==> config.mk <==
export PLATFORM = sky130hd
export DESIGN_NAME = tradeoff_52bits
export DESIGN_NICKNAME = d
export VERILOG_FILES = /design/src/rtl/tradeoff_52bits_pkg.sv /design/src/rtl/tradeoff_div_step.sv /design/src/rtl/tradeoff_52bits.sv
export SDC_FILE = /design/constraint.sdc
export NUM_CORES = 1
export LEC_CHECK = 0
export ABC_AREA = 1
export CAP_MARGIN = 0
export CORE_MARGIN = 8
export CORE_UTILIZATION = 55
export CTS_BUF_LIST = sky130_fd_sc_hd__clkbuf_2
export CTS_CLUSTER_DIAMETER = 120
export DETAILED_ROUTE_END_ITERATION = 10
export HOLD_SLACK_MARGIN = 0.1
export PLACE_DENSITY = 0.79
export SYNTH_ARGS = -nofsm -noshare
export SYNTH_HDL_FRONTEND = slang
export SYNTH_SLANG_ARGS = --single-unit
==> constraint.sdc <==
create_clock -name clk -period 9 [get_ports clk]
set_clock_uncertainty 0.15 [all_clocks]
set_input_delay 0.9 -clock clk [delete_from_list [all_inputs] [get_ports clk]]
set_output_delay 0.9 -clock clk [all_outputs]
set_load 0.01 [all_outputs]
==> src/rtl/tradeoff_52bits_pkg.sv <==
// Shared constants and state encoding for the 52-bit saturating /65537 divider.
package tradeoff_52bits_pkg;

    localparam int TB_W_BITS = 69;
    localparam int TB_N_BITS = 53;

    localparam logic [16:0] DIVISOR = 17'd65537;
    localparam logic [52:0] N_MAX   = 53'd4503599627370495;

    typedef enum logic [1:0] {
        IDLE = 2'd0,
        RUN  = 2'd1,
        DONE = 2'd2
    } state_t;

endpackage

==> src/rtl/tradeoff_div_step.sv <==
// One restoring-division step: shift in a dividend bit, subtract the divisor if it fits.
module tradeoff_div_step
    import tradeoff_52bits_pkg::*;
(
    input  logic [16:0] rem,
    input  logic        din,
    output logic [16:0] rem_nxt,
    output logic        qbit
);

    logic [17:0] trial;

    // The remainder is always below DIVISOR, so trial < 2*DIVISOR and the
    // difference fits in 17 bits; modulo-2^17 subtraction is therefore exact.
    always_comb begin
        trial   = {rem, din};
        qbit    = (trial >= {1'b0, DIVISOR});
        rem_nxt = qbit ? (trial[16:0] - DIVISOR) : trial[16:0];
    end

endmodule

==> src/rtl/tradeoff_52bits.sv <==
// Iterative saturating divider: N = min(floor(W / 65537), 2^52-1), one quotient bit per clock.
module tradeoff_52bits
    import tradeoff_52bits_pkg::*;
#(
    parameter int W_BITS = TB_W_BITS,
    parameter int N_BITS = TB_N_BITS
) (
    input  logic              clk,
    input  logic              rst_n,   // active-high despite the name
    input  logic [W_BITS-1:0] W,
    output logic              found,
    output logic [N_BITS-1:0] N
);

    localparam int CNT_W = $clog2(W_BITS);

    state_t            state, state_nxt;
    logic [W_BITS-1:0] w_q;
    logic [16:0]       rem, rem_nxt;
    logic [W_BITS-1:0] quo, quo_nxt;
    logic [CNT_W-1:0]  cnt;
    logic              restart_pending;
    logic              qbit;
    logic              capture;
    logic              last_iter;
    logic [N_BITS-1:0] n_sat;

    tradeoff_div_step u_step (
        .rem     (rem),
        .din     (w_q[cnt]),
        .rem_nxt (rem_nxt),
        .qbit    (qbit)
    );

    // Any change of W against the latched operand abandons current work.
    assign capture   = restart_pending || ((state != IDLE) && (W != w_q));
    assign last_iter = (state == RUN) && (cnt == '0);
    assign quo_nxt   = (quo << 1) | {{(W_BITS-1){1'b0}}, qbit};
    assign n_sat     = (quo_nxt > {{(W_BITS-N_BITS){1'b0}}, N_MAX}) ? N_MAX : quo_nxt[N_BITS-1:0];

    // State register.
    always_ff @(posedge clk or posedge rst_n) begin
        if (rst_n) state <= IDLE;
        else       state <= state_nxt;
    end

    // Next-state logic; a restart takes priority over finishing.
    always_comb begin
        state_nxt = state;
        if (capture)        state_nxt = RUN;
        else if (last_iter) state_nxt = DONE;
    end

    // Output logic: valid only while the latched operand still matches live W.
    always_comb begin
        found = (state == DONE) && (W == w_q);
    end

    // Datapath: operand capture, shift-subtract iteration, result landing.
    always_ff @(posedge clk or posedge rst_n) begin
        if (rst_n) begin
            w_q             <= '0;
            rem             <= '0;
            quo             <= '0;
            cnt             <= '0;
            restart_pending <= 1'b1;
            N               <= '0;
        end else if (capture) begin
            w_q             <= W;
            rem             <= '0;
            quo             <= '0;
            cnt             <= CNT_W'(W_BITS-1);
            restart_pending <= 1'b0;
        end else if (state == RUN) begin
            rem <= rem_nxt;
            quo <= quo_nxt;
            cnt <= cnt - 1'b1;
            if (last_iter) N <= n_sat;
        end
    end

endmodule

==> flow_results.org <==
** STA
- The max-slew violation count came to 0.
- Final number of hold-violating endpoints :: 0
- At the pin with the least slew margin, the transition time is 1017 ps.
- Portion of the clock cycle consumed by the worst path in the final layout :: 0.5020
- Setup violations remaining at the end of the flow were counted as 0.
- For this run, the top clock speed supported by timing is 221.3 MHz.
- The worst path needs 4518 ps of the cycle, external delays included.
- RSZ-0062 raised after global routing :: no
- The worst pin sits at a relative slew slack of 0.3223.
- Adding up every negative setup slack in the final design gives 0 ps.

** Clocking
- The number of clock buffers added by TritonCTS is 53.
- Clock tree synthesis found a total of 217 sinks.
- TritonCTS built the clock tree.
- CTS resizes :: 0
- Quantity of hold-fixing buffers added after cts :: 0
- Root Buffer Master :: clkbuf_2
- Maximum level of the CTS H-tree :: 2
- After clock tree synthesis, the setup repair step added 0 buffers.
- After clock tree synthesis, the clock-pin slew on the worst setup and hold paths is 90 ps.
- Clock latency on the worst-skew pair, taken at its later pin, is 820 ps.
- No sink is reached through more buffers than the 3 on the longest clock path.

** Drt
- In the routed design, unresolved DRC markers number 0.
- Count of routing violations after the opening detailed-route iteration :: 678
- Count of antenna-violating nets left after detailed routing :: 0
- Initial DRT Pass Iterations :: 5
- In the routed layout, each cell is associated on average with a via count of 5.217.
- Dividing the detail-routed wire length by the instance count gives 14.75 µm.
- The final route contains 8,514 vias.
- Wires add up to 24,080 µm.

** Place
- Placer Congestion :: 0.8601
- Placed insts :: 1,536
- Total of buffers placed on input and output ports :: 124
- Post-place instance area :: 11,800 µm²
- Detailed placement finished with a half-perimeter wire length of 16,070 µm.

** Logic synthesis
- Summing every instance area after synthesis gives 10,520 µm².
- Number of flops mapped to enable cells by yosys :: 0
- After synthesis, the netlist uses 32 different library cells.
- Post-synthesis sequential element count :: 217
- Counting flops with an async set or reset pin after synthesis yields a share of 1.000.
- Count of synthesis-stage warnings from yosys :: 0
- The most used flip-flop cell after synthesis is dfrtp_1.
- For this run, the register share of the synthesized area comes to 0.5164.
- When the netlist entered floorplanning its net count stood at 1,308.
- Mean instance size in the synthesized netlist :: 8.523 µm²
- Synth Instances :: 1,234

** Hold path
- In this run the most critical hold path is launched from N[26]$_DFFE_PP0P_.
- The path with the worst hold slack has its endpoint at N[26]$_DFFE_PP0P_.
- The worst hold path was traced through 2 stages.
- Min-Delay Path Class :: flip-flop to flip-flop

** Worst setup path
- Start-to-end type of the worst setup path :: flip-flop to flip-flop
- Data on the critical path is required at its endpoint by 9480 ps.
- The worst setup path is captured at a flip-flop.
- Arrival time of data at the critical path endpoint :: 5000 ps
- In this run the worst path has a maximum fanout of 20.
- The worst setup path is launched from a flip-flop.
- CP Launch Point :: cnt[1]$_DFFE_PP0P_
- Worst reg2reg startpoint :: cnt[1]$_DFFE_PP0P_
- Capturing point of the worst reg2reg path :: rem[5]$_DFFE_PP0P_
- Cells on worst reg2reg path :: 18
- For flop-to-flop paths, the worst setup slack is 4480 ps.

** Power and ir drop
- Cell leakage power :: 5.989 nW
- For this design the ratio of total power to cell area is 142.9 nW/µm².
- IR analysis of the VDD net gives a maximum drop of 0.09127 mV.

** Floorplan
- For this configuration, the core starts out at a cell density of 0.5604.
- In this run the horizontal extent of the chip is 154.3 µm.
- Number of I/O pins :: 125
- Die area :: 23,800 µm²
- The initialized floorplan defines 50 standard-cell rows.
- Area of the core :: 18,770 µm²
- Die outline height :: 154.3 µm

** Final layout
- Non-filler cells in the finished layout :: 1,632
- Area added between synthesis and finish :: 16.66%
- Layout net count :: 1,431
- Cell area after layout :: 12,270 µm²
- Fraction of final layout cells sized beyond drive strength 1 :: 0.09306

** Global routing
- The total overflow left after global routing is 0.
- The number of global-route vias before repair was 8,464.
- In the global route stage, overall resource usage came out at 0.2029.
- Largest net degree at the start of global routing :: 155
- The number of antenna violations at the first check in global routing was 1.
- First-pass GRT wire length :: 40,420 µm

** Status
- Result of the run :: complete, no violations

** Flow run
- Max capacitance violation total :: 0
[where the power goes]
part / internal (mW) / switching, mW / leakage, nW
Combinational: 0.0565 / 0.0647 / 2.78
Sequential: 0.991 / 0.0118 / 2.85
Clock: 0.239 / 0.391 / 0.360
Total: 1.29 / 0.467 / 5.99
[cells by family after synthesis]
kind of cell / Yosys count / synth area share
compound gates: 222 / 0.1340
xor+xnor: 74 / 0.06162
buf+inv: 232 / 0.09077
fa+ha+maj: 3 / 0.003569
flops: 217 / 0.5164
other cells: 1 / 0.0003565
simple gates: 485 / 0.1933
[state kept, by name, summed over array words and instances, names as in the netlist]
signal	count
restart_pending	1
state	2
rem	17
N	53
quo	68
w_q	69
cnt	7
[worst max-delay path, cell delays in order, from the launching register on]
cell,delay (ps)
dfrtp_1,880
inv_1,610
a21oi_1,250
o21ai_0,100
o21ai_0,200
o2111ai_1,280
nand2_1,210
inv_1,70
ha_1,240
inv_1,70
nand3b_1,70
nand3_1,320
inv_1,240
nor2_1,180
inv_1,50
nor2_1,200
nand2_1,70
nand3_1,60
o21ai_0,80
[worst max-delay path by stage]
| stage | endpoint | slack (ps) | cells past startpoint |
|---|---|---|---|
| 3_3_place_gp | N[1]$_DFFE_PP0P_ | 4320 | 12 |
| 4_1_cts | rem[5]$_DFFE_PP0P_ | 4540 | 22 |
| 2_1_floorplan | N[0]$_DFFE_PP0P_ | 2020 | 1 |
| 5_1_grt | rem[5]$_DFFE_PP0P_ | 3990 | 22 |
| 6_report | rem[5]$_DFFE_PP0P_ | 4480 | 18 |
| 3_5_place_dp | N[9]$_DFFE_PP0P_ | 4260 | 12 |
[synthesized netlist by cell type (2+ instances only)]
master | n | area share
nor2_4 | 3 | 0.0032
inv_1 | 169 | 0.060
nor3_1 | 13 | 0.0062
o211ai_1 | 7 | 0.0050
o21ai_1 | 26 | 0.012
o22ai_1 | 39 | 0.023
nand3b_1 | 2 | 0.0014
nor2_1 | 42 | 0.015
ha_1 | 3 | 0.0036
nand2_1 | 326 | 0.12
or2_2 | 3 | 0.0018
inv_2 | 2 | 0.00071
xnor2_1 | 20 | 0.017
buf_2 | 40 | 0.019
o21ai_0 | 112 | 0.053
nand4_1 | 12 | 0.0071
a21oi_1 | 6 | 0.0029
nor4_1 | 11 | 0.0065
o22ai_2 | 30 | 0.036
clkbuf_1 | 16 | 0.0057
xor2_1 | 54 | 0.045
nand3_1 | 70 | 0.033
buf_6 | 4 | 0.0043
dfrtp_1 | 216 | 0.51
[metal layers]
layer  vias up  track usage  share of wire
li1       4249            -              -
met1      4023       0.2723           0.46
met2       189       0.3214           0.47
met3        53      0.03901          0.051
met4         0      0.07746          0.026
met5         -            0              0
[through the flow]
| stage | setup WS [ps] | utilization | power (mW) | hold slack, ps |
|---|---|---|---|---|
| after CTS | 4541 | 0.6536 | 1.775 | 335.0 |
| after global routing | 3987 | 0.6537 | 1.842 | 364.6 |
| after detailed placement | 4259 | 0.6285 | 1.143 | 310.0 |
| final | 4482 | 0.6537 | 1.753 | 330.8 |
| after floorplan | 2016 | - | 1.085 | 303.9 |
| after global placement | 4316 | 0.6285 | 1.141 | 306.8 |
[cell type report]
cell class / instances / area [µm²]
inverter: 171 / 649.4
multi-input combinational: 785 / 4144
fill: 1604 / 6499
sequential: 217 / 5431
antenna: 1 / 2.502
tap: 234 / 292.8
clock buffer: 80 / 400.4
clock inverter: 15 / 70.07
timing repair buffer: 129 / 1279
[placed cells by master (no fill, tap or decap), drive strengths merged, types with 2 or more instances in the layout]
cell type,n
nand2,327
dfrtp,216
inv,172
o21ai,138
clkdlybuf4s50,124
clkbuf,80
nand3,70
o22ai,69
xor2,54
nor2,45
xnor2,20
nor3,13
clkinv,13
nand4,12
nor4,11
o211ai,7
a21oi,6
buf,5
or2,4
ha,3
nand3b,2
No activity file was read; power rests on OpenSTA's default activity.
